**src/rtl/dla_cdc_handshake_arbiter.sv**
```systemverilog
// ---------------------------------------------------------------------------
// dla_cdc_handshake_arbiter
//
// Source-side controller that shares one 4-phase req/ack clock-crossing
// channel between NUM_REQ requesters. It grants requesters round-robin and
// keeps one transfer in flight at a time. The payload register stays
// constant for the whole handshake, so the external synchronizers see
// stable data.
//
// Ports:
//   clk          rising-edge clock
//   i_reset      synchronous active-high reset
//   i_valid      per-requester request, held until the matching o_ready
//   i_data       packed payloads, requester k at [k*DATA_WIDTH +: DATA_WIDTH]
//   o_ready      one-hot 1-cycle pulse when a payload is captured
//   o_done       one-hot 1-cycle pulse when the handshake has completed
//   o_xfer_req   registered req level toward the destination domain
//   o_xfer_data  registered payload, stable while a transfer is in flight
//   i_xfer_ack   ack level, already synchronized into clk
//   o_busy       high whenever a transfer is in progress
//   o_error      1-cycle ack-timeout pulse (0 when the timeout is not built)
//
// Optional feature: define DLA_CDC_HANDSHAKE_ARB_TIMEOUT_EN to add an ack
// watchdog of TIMEOUT_CYCLES cycles in REQ and WAIT_LOW.
// ---------------------------------------------------------------------------
module dla_cdc_handshake_arbiter #(
  parameter int NUM_REQ        = 4,
  parameter int DATA_WIDTH     = 32,
  parameter int TIMEOUT_CYCLES = 1024
) (
  input  logic                          clk,
  input  logic                          i_reset,
  input  logic [NUM_REQ-1:0]            i_valid,
  input  logic [NUM_REQ*DATA_WIDTH-1:0] i_data,
  output logic [NUM_REQ-1:0]            o_ready,
  output logic [NUM_REQ-1:0]            o_done,
  output logic                          o_xfer_req,
  output logic [DATA_WIDTH-1:0]         o_xfer_data,
  input  logic                          i_xfer_ack,
  output logic                          o_busy,
  output logic                          o_error
);

  localparam int IDX_W  = (NUM_REQ > 1) ? $clog2(NUM_REQ) : 1;
  localparam int LAST_I = NUM_REQ - 1;
  localparam logic [IDX_W-1:0] LAST_IDX = LAST_I[IDX_W-1:0];
  localparam logic [IDX_W:0]   NREQ     = NUM_REQ[IDX_W:0];

  generate
    if (NUM_REQ < 2 || NUM_REQ > 16 || TIMEOUT_CYCLES < 4) begin : g_param_check
      $error("dla_cdc_handshake_arbiter: parameter out of range");
    end
  endgenerate

  typedef enum logic [1:0] {
    IDLE     = 2'd0,
    REQ      = 2'd1,
    WAIT_LOW = 2'd2
  } state_t;

  state_t                state;
  state_t                state_nxt;
  logic [IDX_W-1:0]      ptr;
  logic [IDX_W-1:0]      ptr_nxt;
  logic [IDX_W-1:0]      cur;
  logic [IDX_W-1:0]      gnt_off;
  logic [IDX_W-1:0]      gnt_idx;
  logic [IDX_W:0]        gnt_sum;
  logic [IDX_W:0]        gnt_wrap;
  logic [2*NUM_REQ-1:0]  vld_rot;
  logic [DATA_WIDTH-1:0] gnt_data;
  logic                  gnt_found;
  logic                  grant_en;
  logic                  timeout_fire;
  logic                  xfer_req_q;
  logic [DATA_WIDTH-1:0] xfer_data_q;
  logic [NUM_REQ-1:0]    done_q;

  function automatic logic [NUM_REQ-1:0] onehot(input logic [IDX_W-1:0] idx);
    logic [NUM_REQ-1:0] v;
    v = '0;
    for (int k = 0; k < NUM_REQ; k++) begin
      if (idx == IDX_W'(k)) v[k] = 1'b1;
    end
    return v;
  endfunction

  // Rotate the request vector so the pointer position lands at bit 0; the
  // lowest set bit of the rotated vector is then the round-robin winner.
  assign vld_rot = {i_valid, i_valid} >> ptr;

  always_comb begin
    gnt_found = 1'b0;
    gnt_off   = '0;
    for (int i = NUM_REQ - 1; i >= 0; i--) begin
      if (vld_rot[i]) begin
        gnt_found = 1'b1;
        gnt_off   = IDX_W'(i);
      end
    end
  end

  assign gnt_sum  = {1'b0, ptr} + {1'b0, gnt_off};
  assign gnt_wrap = gnt_sum - NREQ;
  assign gnt_idx  = (gnt_sum >= NREQ) ? gnt_wrap[IDX_W-1:0] : gnt_sum[IDX_W-1:0];
  assign ptr_nxt  = (gnt_idx == LAST_IDX) ? '0 : gnt_idx + 1'b1;

  always_comb begin
    gnt_data = '0;
    for (int k = 0; k < NUM_REQ; k++) begin
      if (gnt_idx == IDX_W'(k)) gnt_data = i_data[k*DATA_WIDTH +: DATA_WIDTH];
    end
  end

  // Any ack seen while idle belongs to an earlier (possibly abandoned)
  // transfer, so no grant is issued until the ack level has returned low.
  assign grant_en = (state == IDLE) && gnt_found && !i_xfer_ack && !i_reset;
  assign o_ready  = grant_en ? onehot(gnt_idx) : '0;

  always_comb begin
    state_nxt = state;
    case (state)
      IDLE:     if (grant_en) state_nxt = REQ;
      REQ:      if (i_xfer_ack) state_nxt = WAIT_LOW;
                else if (timeout_fire) state_nxt = IDLE;
      WAIT_LOW: if (!i_xfer_ack || timeout_fire) state_nxt = IDLE;
      default:  state_nxt = IDLE;
    endcase
  end

  always_ff @(posedge clk) begin
    if (i_reset) begin
      state       <= IDLE;
      ptr         <= '0;
      cur         <= '0;
      xfer_req_q  <= 1'b0;
      xfer_data_q <= '0;
      done_q      <= '0;
    end else begin
      state      <= state_nxt;
      xfer_req_q <= (state_nxt == REQ);
      done_q     <= '0;
      if (grant_en) begin
        xfer_data_q <= gnt_data;
        cur         <= gnt_idx;
        ptr         <= ptr_nxt;
      end
      if (state == WAIT_LOW && !i_xfer_ack) done_q <= onehot(cur);
    end
  end

`ifdef DLA_CDC_HANDSHAKE_ARB_TIMEOUT_EN
  localparam int CNT_W   = $clog2(TIMEOUT_CYCLES) + 1;
  localparam int TO_LAST_I = TIMEOUT_CYCLES - 1;
  localparam logic [CNT_W-1:0] TO_LAST = TO_LAST_I[CNT_W-1:0];

  logic [CNT_W-1:0] to_cnt;
  logic             error_q;

  // The counter is zero on the first cycle of REQ / WAIT_LOW, so it fires
  // on that state's TIMEOUT_CYCLES-th cycle. A normal exit in the same
  // cycle takes priority over the timeout.
  assign timeout_fire = (to_cnt == TO_LAST) &&
                        ((state == REQ && !i_xfer_ack) ||
                         (state == WAIT_LOW && i_xfer_ack));

  always_ff @(posedge clk) begin
    if (i_reset) begin
      to_cnt  <= '0;
      error_q <= 1'b0;
    end else begin
      error_q <= timeout_fire;
      if (state_nxt != state) to_cnt <= '0;
      else if (state != IDLE) to_cnt <= to_cnt + 1'b1;
    end
  end

  assign o_error = error_q;
`else
  assign timeout_fire = 1'b0;
  assign o_error      = 1'b0;
`endif

  assign o_xfer_req  = xfer_req_q;
  assign o_xfer_data = xfer_data_q;
  assign o_done      = done_q;
  assign o_busy      = (state != IDLE);

endmodule

```
**config.mk**
```make
export PLATFORM = sky130hd
export DESIGN_NAME = dla_cdc_handshake_arbiter
export DESIGN_NICKNAME = d
export VERILOG_FILES = /design/src/rtl/dla_cdc_handshake_arbiter.sv
export SDC_FILE = /design/constraint.sdc
export NUM_CORES = 1
export LEC_CHECK = 0
export BUFFER_PORTS_ARGS = -buffer_cell sky130_fd_sc_hd__buf_2
export CORE_UTILIZATION = 47
export DETAILED_ROUTE_END_ITERATION = 6
export PLACE_DENSITY_LB_ADDON = 0.08
export SLEW_MARGIN = 5
export SYNTH_ARGS = -nofsm -noshare
export SYNTH_HDL_FRONTEND = slang
export SYNTH_SLANG_ARGS = --single-unit
```
**constraint.sdc**
```tcl
create_clock -name clk -period 5.7 [get_ports clk]
set_input_delay 0.285 -clock clk [delete_from_list [all_inputs] [get_ports clk]]
set_output_delay 0.285 -clock clk [all_outputs]
set_load 0.05 [all_outputs]
```
==> results of run 1 <==
## state kept, by name (all words and copies together) (netlist names)
| signal | cells |
|---|---|
| state | 2 |
| o_xfer_req | 1 |
| o_done | 4 |
| ptr | 2 |
| o_xfer_data | 32 |
| cur | 2 |
## metal layers
layer  GRT usage (%)  routed length, um
met1            30.3               3400
met2            44.7               4070
met3            6.86                762
met4            6.25                 93
met5               0                  0
## logic make-up after synthesis
kind of cell	synth area share, %
simple gates	33.8
compound gates	25.0
flops	30.3
buf+inv	7.66
fa+ha+maj	2.20
xor+xnor	0.924
other cells	0.132
## stage by stage
stage | util [%] | hold slack, ns
floorplan | - | 0.364
global placement | 64.2 | 0.458
detailed placement | 64.2 | 0.465
CTS | 65.7 | 0.236
global route | 65.7 | 0.233
finish | 65.7 | 0.246
## how the worst max path moves through the flow
stage / start / end / slack [ns] / cells after the start
final: ptr[0]$_SDFFE_PP0N_ / o_ready[2] / 2.02 / 10
after global routing: ptr[0]$_SDFFE_PP0N_ / o_ready[2] / 1.71 / 10
after detailed placement: ptr[0]$_SDFFE_PP0N_ / o_xfer_data[23]$_SDFFE_PP0N_ / 2.18 / 13
after floorplan: ptr[0]$_SDFFE_PP0N_ / o_ready[3] / 2.72 / 11
after global placement: ptr[0]$_SDFFE_PP0N_ / o_xfer_data[20]$_SDFFE_PP0N_ / 2.35 / 13
after CTS: ptr[0]$_SDFFE_PP0N_ / o_ready[2] / 2.02 / 10
## cells in the final DEF, fill, tap and decap left out, drive strengths merged, types with 2 or more instances in the layout
master  instances
a211oi         33
a21oi           4
a221oi         31
and3            5
buf           179
clkbuf          6
dfxtp          43
ha              5
inv             4
nand2           8
nand2b          2
nand3b          2
nor2           44
nor2b          32
nor3           66
nor3b           2
nor4            3
o32ai           2
xnor2           3
## critical path: cells and delay by family (launching register included)
family / cells / cell delay (ns)
AOI/OAI and AO/OA: 2 / 0.37
xor gates and xnor gates: 2 / 0.33
adders and majority gates: 2 / 1.05
buffers and inverters: 2 / 0.40
DFF: 1 / 0.56
and+or+nand+nor: 2 / 0.39
## area by class of cell
class                      instances  area (um^2)
multi-input combinational        253         1770
fill                             539         1950
inverter                           4         15.0
timing repair buffer             179          903
sequential                        43          861
clock inverter                     2         12.5
clock buffer                       6         72.6
tap                               72         90.1
## power by group
part           total [mW]  switching, mW  internal [mW]
logic               0.693          0.435          0.257
registers           0.344         0.0176          0.326
clock network       0.193          0.107         0.0858
==> impl_metrics.yaml, run 1 <==
routing:
  ant_nets: 0
  wl_per_cell_um: 14.9
  wirelength_mm: 8.33
  num_vias: 3087
  first_pass_iters: 4
  detailedRoute.firstIterationViolations: 126
  vias_per_cell: 5.52
  drc: 0
setup_path:
  reg2reg_depth: 13
  r2r_setup_slack_ns: 2.13
  arrival_ns: 3.40
  startpoint_type: "flip-flop"
  worst_ep_required_time_ns: 5.41
  cp_slowest_stage_delay_ns: 0.86
  crit_path_top_delay_cell: "ha_2"
  worst-setup-path-type: "reg2out"
  endpoint_kind: "primary output"
  crit_top_cell: "xnor2_1"
  r2r_start: "ptr[0]$_SDFFE_PP0N_"
  path_cells: "nor3_1 > a311oi_1 > o21ai_0 > ha_1 > xnor2_1 > xnor2_1 > inv_1 > ha_2 > and3_1 > buf_2"
  r2r-end: "o_xfer_data[23]$_SDFFE_PP0N_"
  path_max_fanout: 65
sta:
  tns_ns: 0
  max_freq_mhz: 272
  postLayoutSetupSlackWorst_ns: 2.02
  maxSlewHeadroom_pct: 32.3
  fin_crit_sh_pct: 64.6
  fin_crit_ns: 3.68
  clock_skew_ns: 0.00654
  setup_violations: 0
  hold_viol: 0
  rsz0062_at_grt: "no"
  slew_violations: 0
  worstMarginPinSlew_ns: 1.02
floorplanning:
  ios: 178
  num_rows: 27
  start_util_pct: 50.1
  dieArea_um2: 6360
  die_x_um: 79.8
  coreArea_um2: 5680
  die_h_um: 79.8
power_and_ir_drop:
  p_leak_nw: 1.69
  finalPower_mw: 1.23
  vdd_ir_drop_max_mv: 0.168
  power.density_nw_per_um2: 330
logic_synthesis:
  yosysSeqAreaShare_pct: 30.3
  synth_top_flop_cell: "dfxtp_1"
  yosysWarnings: 0
  synth_common_cells: "nor3_1, nor2_1, dfxtp_1, nor2b_1, a221oi_1"
  synth_edf_count: 0
  ys_ff_latch: 43
  yosysMostFrequentCell: "nor3_1"
  synth.top_cell.area_share_pct: 30.3
  netlist_area_um2: 2840
  synth_fp_nets: 476
  syn_area_per_cell_um2: 8.46
  ys_top_cells_by_area: "dfxtp_1, a221oi_1, a211oi_2, nor3_1, nor2b_1"
  synth_top_area_cell: "dfxtp_1"
  async_reset_ff_share_pct: 0
  synthCells: 336
  synth.distinct_cells: 38
clock_network:
  clock_latency_ns: 0.29
  clock_path_buffers: 2
  cts-resized-gates: 0
  htree_levels: 2
  clkSinkCount: 43
  cts_made_buffers: 5
  cts_root_buffer: "clkbuf_8"
  cts_hold_buffers: 0
  clk_pin_slew_worst_paths_ns: 0.08
  cts_tree: "yes"
  postCtsSetupBuffers: 0
global_routing:
  grt_pass1_wl_mm: 12.8
  grt-ovfl-total: 0
  grt_usage_pct: 25.3
  grt_max_degree: 66
  grt_antenna_before_repair: 0
  first_global_vias: 2732
place:
  io_buffers: 176
  place_ws_ns: 2.18
  place_congestion: 0.840
  place_area_um2: 3640
  dp_hpwl_mm: 6.00
  dp_cells: 551
worst_hold_path:
  hold_depth: 2
  hp-class: "in2reg"
  hold_start: "i_xfer_ack"
  whs_endpoint: "state[0]$_SDFF_PP0_"
job:
  maxCapViolCount: 0
outcome:
  status: "finished, final reports clean"
finish:
  fin_nets: 626
  fin_area_um2: 3730
  antenna_cells: 0
  final_cells: 559
  areaGrowthSynthToFinish_pct: 31.1
  final_layout_size_suffix_gt1_share_pct: 48.0
No activity file was read; power rests on OpenSTA's default activity.
==> run 2: changes to the inputs <==
- CORE_UTILIZATION: 47 -> 43
- clock period: 5.7 -> 3.45 ns (I/O delays scaled with it)
==> run 2 against run 1 <==
Register-to-register slack worse by 1.8 ns. Final area rose by 3.0%. Critical path type unchanged. Cell count is 1.6% higher. Die area grew 9.1%.
==> impl_metrics.yaml, run 2 (same netlist as run 1, synthesis figures left out) <==
routing:
  detailedRoute.firstIterationViolations: 71
  wl_per_cell_um: 14.2
  ant_nets: 0
  first_pass_iters: 4
  num_vias: 3054
  vias_per_cell: 5.38
  drc: 0
  wirelength_mm: 8.08
clock_network:
  cts_tree: "yes"
  cts_made_buffers: 5
  clkSinkCount: 43
  clock_latency_ns: 0.29
  cts_root_buffer: "clkbuf_8"
  htree_levels: 2
  clk_pin_slew_worst_paths_ns: 0.08
  clock_path_buffers: 2
global_routing:
  grt_usage_pct: 23.6
  grt_antenna_before_repair: 0
  first_global_vias: 2870
  grt_pass1_wl_mm: 13.5
  grt_max_degree: 66
  grt-ovfl-total: 0
sta:
  max_freq_mhz: 312
  tns_ns: 0
  rsz0062_at_grt: "no"
  postLayoutSetupSlackWorst_ns: 0.247
  fin_crit_ns: 3.20
  clock_skew_ns: 0.00352
  fin_crit_sh_pct: 92.8
  maxSlewHeadroom_pct: 31.0
  slew_violations: 0
  fin_hold_ws_ns: 0.127
  hold_viol: 0
  worstMarginPinSlew_ns: 1.04
  setup_violations: 0
finish:
  register_area_um2: 861
  antenna_cells: 0
  fin_util_pct: 60.4
  multi_input_area_um2: 1780
  layout_common_cells: "buf_2, nor3_1, nor2_1"
  final_cells: 568
  areaGrowthSynthToFinish_pct: 34.9
  fin_area_um2: 3840
  final_layout_size_suffix_gt1_share_pct: 48.7
  fill_cells: 588
  largest_register_ffs: 32
  fin_nets: 630
  final_common_cell: "buf_2"
floorplanning:
  dieArea_um2: 6940
  num_rows: 29
  start_util_pct: 44.8
  ios: 178
  die_x_um: 83.3
  die_h_um: 83.3
  coreArea_um2: 6350
setup_path:
  path_cells: "nor3_1 > a311oi_1 > o21ai_0 > ha_1 > xnor2_1 > xnor2_1 > inv_1 > ha_2 > and3_1 > buf_2"
  endpoint_kind: "primary output"
  startpoint: "ptr[0]$_SDFFE_PP0N_"
  path_max_fanout: 27
  startpoint_type: "flip-flop"
  worst-setup-path-type: "reg2out"
  crit_top_cell: "xnor2_1"
  cp_slowest_stage_delay_ns: 0.58
  crit_path_top_delay_cell: "ha_2"
  arrival_ns: 3.03
  worst_ep_required_time_ns: 3.28
  r2r_start: "ptr[0]$_SDFFE_PP0N_"
place:
  place_ws_ns: 0.254
  io_buffers: 176
  dp_cells: 560
  place_area_um2: 3690
  place_congestion: 0.827
  dp_hpwl_mm: 5.87
worst_hold_path:
  hp-class: "in2reg"
  hold_start: "i_xfer_ack"
power_and_ir_drop:
  vdd_ir_drop_max_mv: 0.307
  p_leak_nw: 1.74
  power.density_nw_per_um2: 579
  finalPower_mw: 2.22
job:
  maxCapViolCount: 0
outcome:
  status: "finished, final reports clean"
## run 2: cell types whose count changed in the layout (fill, tap and decap cells not counted), sizes merged
cell / previous run / this run
buf: 179 / 183
bufinv: 0 / 2
clkbuf: 6 / 5
clkinv: 1 / 0
## run 2: what timing repair did
action                                  4_1_cts  5_1_grt
gates resized for setup                       1        0
buffers inserted                              0        0
endpoints found under the setup margin        1        0
hold endpoints to repair                      0        0
hold buffers                                  0        0
## run 2: layout make-up
cell class,instances,share of cell area [%]
Clock inverter,3,1.76
Inverter,4,0.391
Clock buffer,5,1.79
Tap cell,77,2.51
Sequential cell,43,22.4
Multi-Input combinational cell,253,46.4
Timing Repair Buffer,183,24.7
## run 2: path summary, 6_finish.rpt
check        cells after the start  slack [ns]                      endpoint
min                              2        0.13           state[0]$_SDFF_PP0_
max reg2reg                     14        0.35  o_xfer_data[31]$_SDFFE_PP0N_
min reg2reg                      1        0.48          o_done[2]$_SDFF_PP0_
max                             10        0.25                    o_ready[3]
## run 2: critical path, delay by kind of cell, from the launching register on
family,cells,cell delay [ns]
flops,1,0.54
compound gates,2,0.36
xor+xnor,2,0.27
buf+inv,2,0.40
simple gates,2,0.37
fa+ha+maj,2,0.79
## run 2: per-layer routing
metal | global-route usage [%] | vias to the layer above | part of all wire [%]
met5 | 0 | - | 0
met4 | 4.23 | 0 | 0.85
met3 | 5.47 | 7 | 7.5
met2 | 40.2 | 128 | 48
met1 | 30.5 | 1369 | 44
li1 | - | 1550 | -
## run 2: power by group
| part | switching (mW) | leakage, nW | internal [mW] |
|---|---|---|---|
| sequential | 0.0288 | 0.352 | 0.538 |
| combinational | 0.726 | 1.32 | 0.460 |
| clock | 0.178 | 0.0644 | 0.289 |
| total | 0.934 | 1.74 | 1.29 |
==> run 3: changes to the inputs <==
- CORE_UTILIZATION: 43 -> 29
- CTS_CLUSTER_SIZE: default -> 30
==> run 3 against run 2 <==
Worst hold slack lost 0.0097 ns. Highest routed layer unchanged. Clock power down 24%. Register-to-register slack improved by 0.06 ns.
==> impl_metrics.yaml, run 3 (same netlist as run 1, synthesis figures left out) <==
place:
  dp_hpwl_mm: 7.01
  place_congestion: 0.777
  io_buffers: 176
  dp_cells: 616
clock_network:
  cts_hold_buffers: 0
  cts_root_buffer: "clkbuf_8"
  postCtsSetupBuffers: 0
  clock_path_buffers: 2
  htree_levels: 2
  clock_latency_ns: 0.31
  clk_pin_slew_worst_paths_ns: 0.10
  cts_tree: "yes"
  clkSinkCount: 43
  cts_made_buffers: 5
  cts-resized-gates: 0
routing:
  vias_per_cell: 5.06
  first_pass_iters: 4
  detailedRoute.firstIterationViolations: 147
  ant_nets: 0
  wl_per_cell_um: 15.2
  num_vias: 3157
  wirelength_mm: 9.48
  drc: 0
setup_path:
  startpoint: "ptr[0]$_SDFFE_PP0N_"
  r2r_start: "ptr[0]$_SDFFE_PP0N_"
  worst_ep_required_time_ns: 3.28
  cp-endpoint: "o_ready[3]"
  cp_slowest_stage_delay_ns: 0.55
  arrival_ns: 2.95
  path_cells: "nor3_1 > a311oi_1 > o21ai_0 > ha_1 > xnor2_1 > xnor2_2 > inv_1 > ha_4 > and3_1 > buf_2"
  reg2reg_depth: 13
  path_max_fanout: 24
  r2r_setup_slack_ns: 0.41
  endpoint_kind: "primary output"
  crit_path_top_delay_cell: "dfxtp_1"
  r2r-end: "o_xfer_data[12]$_SDFFE_PP0N_"
  worst-setup-path-type: "reg2out"
  startpoint_type: "flip-flop"
floorplanning:
  num_rows: 35
  die_h_um: 101
  dieArea_um2: 10200
  start_util_pct: 30.3
  ios: 178
  coreArea_um2: 9370
  die_x_um: 101
global_routing:
  use_met3_pct: 5.13
  met1_usage_pct: 22.9
  grt-busiest-layer: "met2"
  met2_usage_pct: 30.5
  grt_max_degree: 41
  first_global_vias: 2965
  grt_pass1_wl_mm: 14.6
  grt_usage_pct: 18.2
  grt-ovfl-total: 0
  grt_antenna_before_repair: 0
sta:
  slew_violations: 0
  clock_skew_ns: 0.0195
  hold_viol: 0
  worstMarginPinSlew_ns: 0.951
  tns_ns: 0
  fin_crit_sh_pct: 90.4
  maxSlewHeadroom_pct: 36.4
  rsz0062_at_grt: "no"
  max_freq_mhz: 321
  fin_crit_ns: 3.12
  setup_violations: 0
power_and_ir_drop:
  swShare_pct: 45.7
  vdd_ir_drop_max_mv: 0.246
  pwr-share-seq_pct: 26.4
  pwr-share-clk_pct: 16.4
  p_comb_share_pct: 57.2
  power.internal_mw: 1.17
  power.density_nw_per_um2: 551
  p_sw_mw: 0.982
  p_leak_nw: 1.75
finish:
  fill_cells: 1004
  areaGrowthSynthToFinish_pct: 37.2
  final_cells: 624
  antenna_cells: 0
  final_layout_size_suffix_gt1_share_pct: 49.3
  final_common_cell: "buf_2"
  layout_common_cells: "buf_2, nor3_1, nor2_1"
  largest_register_ffs: 32
  fin_nets: 634
job:
  maxCapViolCount: 0
outcome:
  status: "finished, final reports clean"
worst_hold_path:
  hold_depth: 2
  hp-class: "in2reg"
run 3: changes by cell type in the layout (fill, tap and decap cells not counted):
cell        delta
nor2b_4        +1
xnor2_1        -1
nor2b_2        -1
inv_6          +2
clkinv_4       +1
xnor2_2        +1
buf_12         -1
clkinvlp_4     -1
bufinv_16      -2
ha_2           -1
ha_4           +1
buf_4          +5
run 3: how the worst min path moves through the flow:
stage                           from                     to  slack [ns]
after floorplan           i_xfer_ack  o_xfer_req$_SDFF_PP0_        0.25
after global placement    i_xfer_ack    state[0]$_SDFF_PP0_        0.44
after detailed placement  i_xfer_ack    state[0]$_SDFF_PP0_        0.45
after CTS                 i_xfer_ack    state[0]$_SDFF_PP0_        0.10
after global routing      i_xfer_ack    state[0]$_SDFF_PP0_         0.1
final                     i_xfer_ack    state[0]$_SDFF_PP0_        0.12
run 3: cell type report:
type	count	area [um^2]	share of cell area, %
well taps	129	161	4.14
clock buffers	5	68.8	1.76
repair buffers	187	963	24.7
clock inverters	3	26.3	0.674
multi-input cells	253	1800	46.3
flip-flops and latches	43	861	22.1
inverters	4	15.0	0.385
run 3: power groups by stage:
stage / Sequential [mW] / Clock (mW) / Combinational, mW
5_1_grt: 0.574 / 0.391 / 1.35
4_1_cts: 0.568 / 0.370 / 1.21
3_3_place_gp: 0.578 / 0 / 1.20
3_5_place_dp: 0.579 / 0 / 1.21
2_1_floorplan: 0.696 / 0 / 0.777
6_report: 0.568 / 0.353 / 1.23
run 3: routing by layer:
metal  routed length, um  vias to the layer above
met2                4420                      136
met4                  89                        0
met1                4150                     1452
met3                 828                        6
li1                    -                     1563
met5                   0                        -
run 3: metrics by stage:
stage          power, mW  cell area [um^2]  utilization, %  setup slack [ns]  hold slack [ns]
6_report            2.15              3900            41.6             0.331            0.117
2_1_floorplan       1.47              2840               -             0.585            0.251
3_5_place_dp        1.79              3770            40.3             0.215            0.447
4_1_cts             2.15              3870            41.3             0.153            0.101
5_1_grt             2.32              3900            41.6            0.0952           0.0977
3_3_place_gp        1.78              3770            40.3             0.316            0.441
run 3: worst max-delay path: cells and delay by family (launching register included):
| kind | cells | cell delay (ns) |
|---|---|---|
| buf+inv | 2 | 0.46 |
| compound gates | 2 | 0.35 |
| flops | 1 | 0.55 |
| xor+xnor | 2 | 0.36 |
| simple gates | 2 | 0.35 |
| fa+ha+maj | 2 | 0.58 |
